`config.mk`:
```
export PLATFORM = sky130hd
export DESIGN_NAME = fp_mul_sequencer
export DESIGN_NICKNAME = d
export VERILOG_FILES = /design/src/rtl/fp_mul_sequencer.sv
export SDC_FILE = /design/constraint.sdc
export NUM_CORES = 1
export LEC_CHECK = 0
export CORE_MARGIN = 5
export CORE_UTILIZATION = 40
export DETAILED_ROUTE_END_ITERATION = 6
export PLACE_DENSITY = 0.8
export SYNTH_ARGS = -nofsm -noshare
export SYNTH_HDL_FRONTEND = slang
export SYNTH_SLANG_ARGS = --single-unit
```
`constraint.sdc`:
```
create_clock -name clk -period 2.55 [get_ports clk]
set_input_delay 0.6375 -clock clk [delete_from_list [all_inputs] [get_ports clk]]
set_output_delay 0.6375 -clock clk [all_outputs]
set_load 0.01 [all_outputs]
```
`src/rtl/fp_mul_sequencer.sv`:
```
// fp_mul_sequencer
//
// This block issues operand pairs to the floating-point multiplier and collects
// the results. It accepts one request at a time from the core and holds the
// operands stable on mul_x/mul_y while driving mul_run. When the multiplier
// lowers mul_stall, the block captures mul_z and returns it with the request
// tag and status flags.
//
// Zero-exponent operands can skip the multiplier entirely (FASTZERO). A
// watchdog ends a RUN phase that lasts TIMEOUT cycles and returns a
// timeout-flagged response.
//
// Ports
//   clk        system clock, rising edge
//   rst        synchronous active-low reset
//   req_valid  request present          req_ready  request can be accepted
//   req_x/y    IEEE single operands      req_tag    opaque tag echoed back
//   mul_run    run strobe to multiplier  mul_x/y    held operands to multiplier
//   mul_stall  multiplier busy           mul_z      multiplier result
//   rsp_valid  response present          rsp_ready  consumer accepts response
//   rsp_z      product                   rsp_tag    echoed tag
//   rsp_flags  [0] zero exponent, [1] saturated exponent, [2] watchdog timeout
//   busy       sequencer is not idle
module fp_mul_sequencer #(
  parameter int TAGW     = 4,
  parameter int TIMEOUT  = 40,
  parameter int FASTZERO = 1
) (
  input  logic            clk,
  input  logic            rst,
  input  logic            req_valid,
  output logic            req_ready,
  input  logic [31:0]     req_x,
  input  logic [31:0]     req_y,
  input  logic [TAGW-1:0] req_tag,
  output logic            mul_run,
  output logic [31:0]     mul_x,
  output logic [31:0]     mul_y,
  input  logic            mul_stall,
  input  logic [31:0]     mul_z,
  output logic            rsp_valid,
  input  logic            rsp_ready,
  output logic [31:0]     rsp_z,
  output logic [TAGW-1:0] rsp_tag,
  output logic [2:0]      rsp_flags,
  output logic            busy
);

  localparam int WDW = $clog2(TIMEOUT + 1);
  localparam logic [WDW-1:0] WD_MAX = WDW'(TIMEOUT);

  typedef enum logic [1:0] {
    IDLE = 2'd0,
    RUN  = 2'd1,
    DONE = 2'd2
  } state_t;

  // True when the biased exponent field of an IEEE single is all zeros.
  function automatic logic exp_is_zero(input logic [31:0] v);
    return (v[30:23] == 8'd0);
  endfunction

  // True when the biased exponent field of an IEEE single is all ones.
  function automatic logic exp_is_max(input logic [31:0] v);
    return (v[30:23] == 8'hFF);
  endfunction

  state_t          state_r, next_state_s;
  logic [31:0]     mul_x_r, next_mul_x_s;
  logic [31:0]     mul_y_r, next_mul_y_s;
  logic [31:0]     rsp_z_r, next_rsp_z_s;
  logic [TAGW-1:0] rsp_tag_r, next_rsp_tag_s;
  logic [2:0]      rsp_flags_r, next_rsp_flags_s;
  logic [WDW-1:0]  wd_cnt_r, next_wd_cnt_s;
  logic [WDW-1:0]  wd_inc_s;
  logic            mul_run_r, next_mul_run_s;
  logic            rsp_valid_r, next_rsp_valid_s;
  logic            busy_r, next_busy_s;
  logic            accept_s;
  logic            fast_zero_s;

  // req_ready is qualified by rst so that no request is taken while reset is held.
  assign req_ready = rst & (state_r == IDLE);
  assign accept_s  = req_valid & req_ready;

  // A fast-zero request never reaches the multiplier.
  assign fast_zero_s = (FASTZERO != 0) && (exp_is_zero(req_x) || exp_is_zero(req_y));

  // The watchdog increment saturates at TIMEOUT.
  assign wd_inc_s = (wd_cnt_r == WD_MAX) ? wd_cnt_r : (wd_cnt_r + {{(WDW-1){1'b0}}, 1'b1});

  // Next-state and next-register logic for the sequencer FSM.
  always_comb begin
    next_state_s     = state_r;
    next_mul_x_s     = mul_x_r;
    next_mul_y_s     = mul_y_r;
    next_rsp_z_s     = rsp_z_r;
    next_rsp_tag_s   = rsp_tag_r;
    next_rsp_flags_s = rsp_flags_r;
    next_wd_cnt_s    = wd_cnt_r;

    case (state_r)
      IDLE: begin
        if (accept_s) begin
          next_mul_x_s   = req_x;
          next_mul_y_s   = req_y;
          next_rsp_tag_s = req_tag;
          if (fast_zero_s) begin
            next_rsp_z_s     = 32'd0;
            next_rsp_flags_s = 3'b001;
            next_state_s     = DONE;
          end else begin
            next_wd_cnt_s = {WDW{1'b0}};
            next_state_s  = RUN;
          end
        end else begin
          next_state_s = IDLE;
        end
      end

      RUN: begin
        // A completing result takes priority over a timeout in the same cycle.
        if (!mul_stall) begin
          next_rsp_z_s     = mul_z;
          next_rsp_flags_s = {1'b0, exp_is_max(mul_z), exp_is_zero(mul_z)};
          next_wd_cnt_s    = wd_inc_s;
          next_state_s     = DONE;
        end else if (wd_inc_s == WD_MAX) begin
          next_rsp_z_s     = 32'd0;
          next_rsp_flags_s = 3'b100;
          next_wd_cnt_s    = wd_inc_s;
          next_state_s     = DONE;
        end else begin
          next_wd_cnt_s = wd_inc_s;
          next_state_s  = RUN;
        end
      end

      DONE: begin
        // Response fields stay stable until the consumer takes them.
        if (rsp_ready) begin
          next_state_s = IDLE;
        end else begin
          next_state_s = DONE;
        end
      end

      default: begin
        next_state_s = IDLE;
      end
    endcase

    // Registered copies of the state decode keep these outputs glitch-free.
    next_mul_run_s   = (next_state_s == RUN);
    next_rsp_valid_s = (next_state_s == DONE);
    next_busy_s      = (next_state_s != IDLE);
  end

  // State and datapath registers with a synchronous active-low reset.
  always_ff @(posedge clk) begin
    if (!rst) begin
      state_r     <= IDLE;
      mul_x_r     <= 32'd0;
      mul_y_r     <= 32'd0;
      rsp_z_r     <= 32'd0;
      rsp_tag_r   <= {TAGW{1'b0}};
      rsp_flags_r <= 3'b000;
      wd_cnt_r    <= {WDW{1'b0}};
      mul_run_r   <= 1'b0;
      rsp_valid_r <= 1'b0;
      busy_r      <= 1'b0;
    end else begin
      state_r     <= next_state_s;
      mul_x_r     <= next_mul_x_s;
      mul_y_r     <= next_mul_y_s;
      rsp_z_r     <= next_rsp_z_s;
      rsp_tag_r   <= next_rsp_tag_s;
      rsp_flags_r <= next_rsp_flags_s;
      wd_cnt_r    <= next_wd_cnt_s;
      mul_run_r   <= next_mul_run_s;
      rsp_valid_r <= next_rsp_valid_s;
      busy_r      <= next_busy_s;
    end
  end

  assign mul_run   = mul_run_r;
  assign mul_x     = mul_x_r;
  assign mul_y     = mul_y_r;
  assign rsp_valid = rsp_valid_r;
  assign rsp_z     = rsp_z_r;
  assign rsp_tag   = rsp_tag_r;
  assign rsp_flags = rsp_flags_r;
  assign busy      = busy_r;

endmodule

```
==> results.txt, run 1 <==
Outcome: completed
Final clock period utilization by the worst path: 90.1%
Worst endpoint data arrival time: 1.66 ns
Fmax: 435 MHz
Row count: 37
RSZ-0062 raised after global routing: no
Via count: 4319
Ys async rst share: 0%
Cell family contributing the most delay on the critical path: buffers and inverters
Number of H-tree branching levels: 4
Worst vdd ir: 0.454 mV
Library cell occupying the most area in the post-synthesis netlist: sky130_fd_sc_hd__dfxtp_1
Total placed instance area: 6540 sq um
Dominant synthesized flop cell: sky130_fd_sc_hd__dfxtp_1
Drt first pass iters: 5
Routed wire length: 13.2 mm
Placeable Area: 10400 sq um
# nets final: 796
Setup clock skew after layout: 0.00840 ns
Rel. slew slack: 44.6%
Number of buffer and inverter instances along the worst setup path: 3
Setup ws final: 0.252 ns
Post-route minimum period: 2.30 ns
Static power due to leakage: 2.59 nW
Most numerous cell in the Yosys netlist: sky130_fd_sc_hd__nand2_1
Residual antenna-violating net count after detailed routing: 0
Sequential-to-total area share from yosys stat: 53.4%
Post-detailed-placement half-perimeter wirelength: 9.41 mm
Critical path launch point type: primary input
Share of Yosys cell area claimed by the top area cell type: 53.4%
Total nets after synthesis: 591
Final total negative setup slack: 0 ns
Post-synth cell types: 45
Peak fanout along the critical path: 3
Xor/xnor cell area share of the yosys netlist: 0.410%
Number of max-slew violations in the final report: 0
Worst-margin pin slew: 0.832 ns
Count of flip-flops with a built-in enable after synthesis: 0
Hold crit path type: reg2reg
Latest clock arrival within the worst-skew pair: 0.49 ns
Storage element area: 2280 sq um
Post-Layout Inst Area: 7120 sq um
Max layer used: met4
Longest Clk Path Bufs: 2
MaxCap Viol Count: 0
Number of buffers inserted by port buffering: 211
Crit path capture type: primary output
Clock root buffer master: sky130_fd_sc_hd__clkbuf_8
Adder-cell share of the synthesized area: 0.586%
Setup slack after placement: -0.0292 ns
GR Util All Layers: 20.3%
Detailed-route wire length on metal 1: 5.41 mm
Crit path max-delay cell type: sky130_fd_sc_hd__clkdlybuf4s50_1
Area of the die: 12800 sq um
Floorplan die width: 113 microns
Via-per-instance ratio: 5.16
GR Overflow Total: 0
Inst Count DP: 806
Share of synthesized area spent on multiplexers: 0.234%
Synthesized area divided by synthesized cell count: 8.83 sq um
Post-synthesis to final-layout area growth: 66.6%
Simple-gate area share of the yosys netlist: 18.9%
Sum of met3 wire segment lengths after detailed routing: 1.28 mm
Total power per unit cell area: 671 nW/um^2
Total inserted antenna cells: 0
Number of primary I/O pins: 212
Wire length of the first global-routing pass: 21.3 mm
Dominant combinational cell family by area after synthesis: compound AO/OA/AOI/OAI gates
TritonCTS buffer count: 17
CTS sink count: 114
Power after layout: 4.77 mW
Clock-pin slew on the worst setup and hold paths: 0.05 ns
Compound-cell area share of the yosys netlist: 21.8%
Most common library cells after synthesis: 151 x sky130_fd_sc_hd__nand2_1, 114 x sky130_fd_sc_hd__dfxtp_1, 76 x sky130_fd_sc_hd__a21oi_1
List of cells traversed by the critical path: clkdlybuf4s50_1 > inv_2 > nor3_1 > dlygate4sd2_1
Crit. Startpoint: rst
Starting utilization of the core area: 41.2%
Routability cong.: 0.840
Vias in the first global route: 4259
Seq cells post-synth: 114
Syn. warnings: 0
Hold path startpoint: mul_y[25]$_SDFFE_PN0P_
Final setup violation count: 0
Maximum number of pins on one net before global-route repair: 76
Launching point of the worst reg2reg path: wd_cnt_r[0]$_SDFFE_PN0P_
Drc violations: 0
Number of violations reported at the end of detailed-routing iteration 0: 297
Area used by multi-input combinational logic: 1800 sq um
Number of antenna violations at the first check in global routing: 0
Gate Count Post-Synth: 484
TritonCTS clock tree: yes
Largest cells by area after synthesis: sky130_fd_sc_hd__dfxtp_1 53%, sky130_fd_sc_hd__nand2_1 13%, sky130_fd_sc_hd__a21oi_1 8.9%
Netlist area before placement: 4270 sq um
CTS Hold Bufs: 0
Final number of hold-violating endpoints: 0
Wire per inst: 15.8 microns
CP max stage delay: 0.52 ns
Share of layout cells above drive strength 1: 9.27%
Filler-free cell count of the finished design: 837
Die Height: 113 microns
Crit path kind: in2out
Met2 routed WL: 6.38 mm
Critical path data required time: 1.91 ns
Count of filler cells inserted in the layout: 811
-- placed cells by master, fill, tap and decap left out, types with 7 or more instances in the layout --
cell and instances:
sky130_fd_sc_hd__nand2_1 151, sky130_fd_sc_hd__a21oi_1 76, sky130_fd_sc_hd__a32o_1 25, sky130_fd_sc_hd__a32o_2 7, sky130_fd_sc_hd__nor2_1 9, sky130_fd_sc_hd__clkbuf_16 16
sky130_fd_sc_hd__buf_4 9, sky130_fd_sc_hd__dfxtp_1 114, sky130_fd_sc_hd__clkdlybuf4s50_1 210
-- cell families (layout without fill, tap and decap cells) --
kind of cell	after synthesis	after routing
compound gates	131	131
simple gates	190	190
buf+inv	44	261
flops	114	114
fa+ha+maj	2	2
mux	1	1
xor+xnor	2	2
-- final timing paths --
path | slack (ns) | end | depth (start not counted)
min | 0.45 | mul_y[25]$_SDFFE_PN0P_ | 2
min reg2reg | 0.45 | mul_y[25]$_SDFFE_PN0P_ | 2
max reg2reg | 0.38 | rsp_z[12]$_SDFFE_PN0P_ | 8
max | 0.25 | req_ready | 4
-- worst register-to-register path: cells and delay by family, from the launching register on --
kind | cells | cell delay [ns]
fa+ha+maj | 1 | 0.35
simple gates | 2 | 0.44
flops | 1 | 0.45
compound gates | 2 | 0.38
mux | 1 | 0.16
buf+inv | 2 | 0.28
-- what timing repair did --
item / 4_1_cts / 5_1_grt
resized for setup: 1 / 0
buffers inserted: 0 / 0
endpoints found under the setup margin: 1 / 0
-- registers in the layout, summed over array words and instances (netlist names) --
| name | cells |
|---|---|
| rsp_tag | 4 |
| mul_y | 32 |
| mul_run | 1 |
| rsp_z | 32 |
| rsp_flags | 3 |
| wd_cnt_r | 6 |
| rsp_valid | 1 |
| state_r | 2 |
| busy | 1 |
| mul_x | 32 |
-- through the flow --
stage / hold WS [ns] / utilization (%)
finish: 0.451 / 68.6
floorplan: 0.481 / -
global route: 0.470 / 68.6
global placement: 0.440 / 63.0
CTS: 0.453 / 68.6
detailed placement: 0.445 / 63.0
-- final cells by class --
cell class | count | area share, %
inverter | 6 | 0.316
tap | 136 | 2.39
multi-input combinational | 326 | 25.3
clock buffer | 21 | 6.31
sequential | 114 | 32.1
timing repair buffer | 224 | 31.7
clock inverter | 10 | 1.88
-- routing by layer --
metal / track usage, % / vias up
li1: - / 2100
met5: 0 / -
met3: 7.97 / 12
met1: 24.5 / 2018
met2: 33.6 / 189
met4: 5.53 / 0
-- power breakdown --
group	internal, mW	total, mW	switching, mW
sequential	1.86	1.90	0.0406
clock	1.53	2.30	0.777
combinational	0.327	0.571	0.243
total	3.71	4.77	1.06
Power figures use the tool's default switching activity.
==> inputs of run 2 (changes only) <==
CELL_PAD_IN_SITES_DETAIL_PLACEMENT = 0   (was unset)
CELL_PAD_IN_SITES_GLOBAL_PLACEMENT = 1   (was unset)
CORE_MARGIN = unset   (was 5)
CORE_UTILIZATION = 28   (was 40)
PLACE_DENSITY = unset   (was 0.8)
PLACE_DENSITY_LB_ADDON = 0.1   (was unset)
==> results.txt, run 2 (synthesized netlist as in run 1, its figures left out) <==
Outcome: complete, but fails checks
Violations in the final reports: DRC
Rel. slew slack: 45.2%
Longest Clk Path Bufs: 2
Floorplan die width: 126 microns
Row count: 44
Crit path max-delay cell type: sky130_fd_sc_hd__clkdlybuf4s50_1
Post-Layout Inst Area: 7300 sq um
# nets final: 800
Via count: 4218
Wire per inst: 14.8 microns
Drt first pass iters: 7
TritonCTS buffer count: 17
Clock root buffer master: sky130_fd_sc_hd__clkbuf_16
Residual antenna-violating net count after detailed routing: 0
Critical path data required time: 1.91 ns
Final number of hold-violating endpoints: 0
Final clock period utilization by the worst path: 89.2%
Critical path launch point type: primary input
Clock-pin slew on the worst setup and hold paths: 0.05 ns
Routed wire length: 13.1 mm
Number of antenna violations at the first check in global routing: 0
CTS Hold Bufs: 0
Worst vdd ir: 0.432 mV
Maximum number of pins on one net before global-route repair: 75
Area of the die: 15800 sq um
Number of max-slew violations in the final report: 0
CTS sink count: 114
Share of the core filled with cells: 49.6%
Post-route minimum period: 2.27 ns
Total inserted antenna cells: 0
Number of violations reported at the end of detailed-routing iteration 0: 163
Die Height: 126 microns
Setup clock skew after layout: 0.00521 ns
Hold crit path type: reg2reg
Number of H-tree branching levels: 4
Post-cts gate resize count: 1
Crit path capture type: primary output
Starting utilization of the core area: 29.1%
Post-synthesis to final-layout area growth: 70.8%
Placeable Area: 14700 sq um
Routability cong.: 0.740
Static power due to leakage: 2.65 nW
Peak fanout along the critical path: 2
Total placed instance area: 6630 sq um
Final setup violation count: 0
Most frequent standard cell in the layout excluding fill and tap cells: sky130_fd_sc_hd__clkdlybuf4s50_1
Number of buffers inserted by port buffering: 211
Total power per unit cell area: 705 nW/um^2
Fmax: 440 MHz
List of cells traversed by the critical path: clkdlybuf4s50_1 > inv_2 > nor3_1 > dlygate4sd2_1
Setup slack after placement: -0.188 ns
Via-per-instance ratio: 4.74
TritonCTS clock tree: yes
Vias in the first global route: 4249
MaxCap Viol Count: 0
RSZ-0062 raised after global routing: no
Crit path kind: in2out
Post-detailed-placement half-perimeter wirelength: 9.02 mm
CP max stage delay: 0.50 ns
Worst-margin pin slew: 0.821 ns
Wire length of the first global-routing pass: 21.2 mm
Share of layout cells above drive strength 1: 10.2%
Setup ws final: 0.275 ns
GR Util All Layers: 17.2%
Number of primary I/O pins: 212
Latest clock arrival within the worst-skew pair: 0.41 ns
Commonest cells after routing, fill and taps aside: 210 x sky130_fd_sc_hd__clkdlybuf4s50_1, 151 x sky130_fd_sc_hd__nand2_1, 114 x sky130_fd_sc_hd__dfxtp_1
Drc violations: 11
Final total negative setup slack: 0 ns
Post-CTS setup-driven buffer insertion count: 0
GR Overflow Total: 0
Worst endpoint data arrival time: 1.64 ns
-- run 2: cell types whose count changed in the layout (fill, tap and decap cells not counted) --
| cell | before | now |
|---|---|---|
| sky130_fd_sc_hd__clkbuf_8 | 3 | 1 |
| sky130_fd_sc_hd__clkinv_2 | 4 | 3 |
| sky130_fd_sc_hd__buf_4 | 9 | 13 |
| sky130_fd_sc_hd__clkinvlp_4 | 2 | 4 |
| sky130_fd_sc_hd__clkbuf_16 | 16 | 17 |
| sky130_fd_sc_hd__inv_6 | 0 | 1 |
| sky130_fd_sc_hd__clkbuf_1 | 2 | 0 |
| sky130_fd_sc_hd__clkinv_4 | 1 | 0 |
| sky130_fd_sc_hd__bufinv_16 | 3 | 6 |
-- run 2: path summary, 6_finish.rpt --
kind,start,end,slack [ns],cells past startpoint
min reg2reg,mul_y[3]$_SDFFE_PN0P_,mul_y[3]$_SDFFE_PN0P_,0.45,2
min,mul_y[3]$_SDFFE_PN0P_,mul_y[3]$_SDFFE_PN0P_,0.45,2
max reg2reg,wd_cnt_r[0]$_SDFFE_PN0P_,rsp_z[16]$_SDFFE_PN0P_,0.40,8
max,rst,req_ready,0.28,4
-- run 2: worst max-delay path: cells and delay by family --
family                 cells  cell delay (ns)
buffers and inverters      3             0.87
AND/OR/NAND/NOR            1             0.13
-- run 2: metrics by stage --
step	power [mW]	cells	hold slack (ns)
5_1_grt	5.36	890	0.468
4_1_cts	5.22	890	0.453
6_report	5.15	890	0.451
3_3_place_gp	2.51	858	0.442
2_1_floorplan	2.13	484	0.481
3_5_place_dp	2.51	858	0.446
-- run 2: layout make-up --
type / instances / area, sq um
clock buffers: 18 / 439
clock inverters: 14 / 234
fillers: 1382 / 7400
inverters: 6 / 22.5
multi-input cells: 326 / 1800
flip-flops and latches: 114 / 2280
well taps: 184 / 230
repair buffers: 228 / 2290
-- run 2: power breakdown --
part / switching (mW) / internal [mW]
Combinational: 0.243 / 0.331
Clock: 0.826 / 1.85
Sequential: 0.0377 / 1.86
-- run 2: metal layers --
metal | global-route usage [%] | wire length [microns]
met5 | 0 | 0
met4 | 7.96 | 306
met3 | 7.87 | 1150
met2 | 27.5 | 6160
met1 | 19.4 | 5520
==> inputs of run 3 (changes only) <==
GPL_ROUTABILITY_DRIVEN = 0   (was unset)
==> results of run 3 <==
No change in the layout: final DEF, timing and power equal those of run 2.
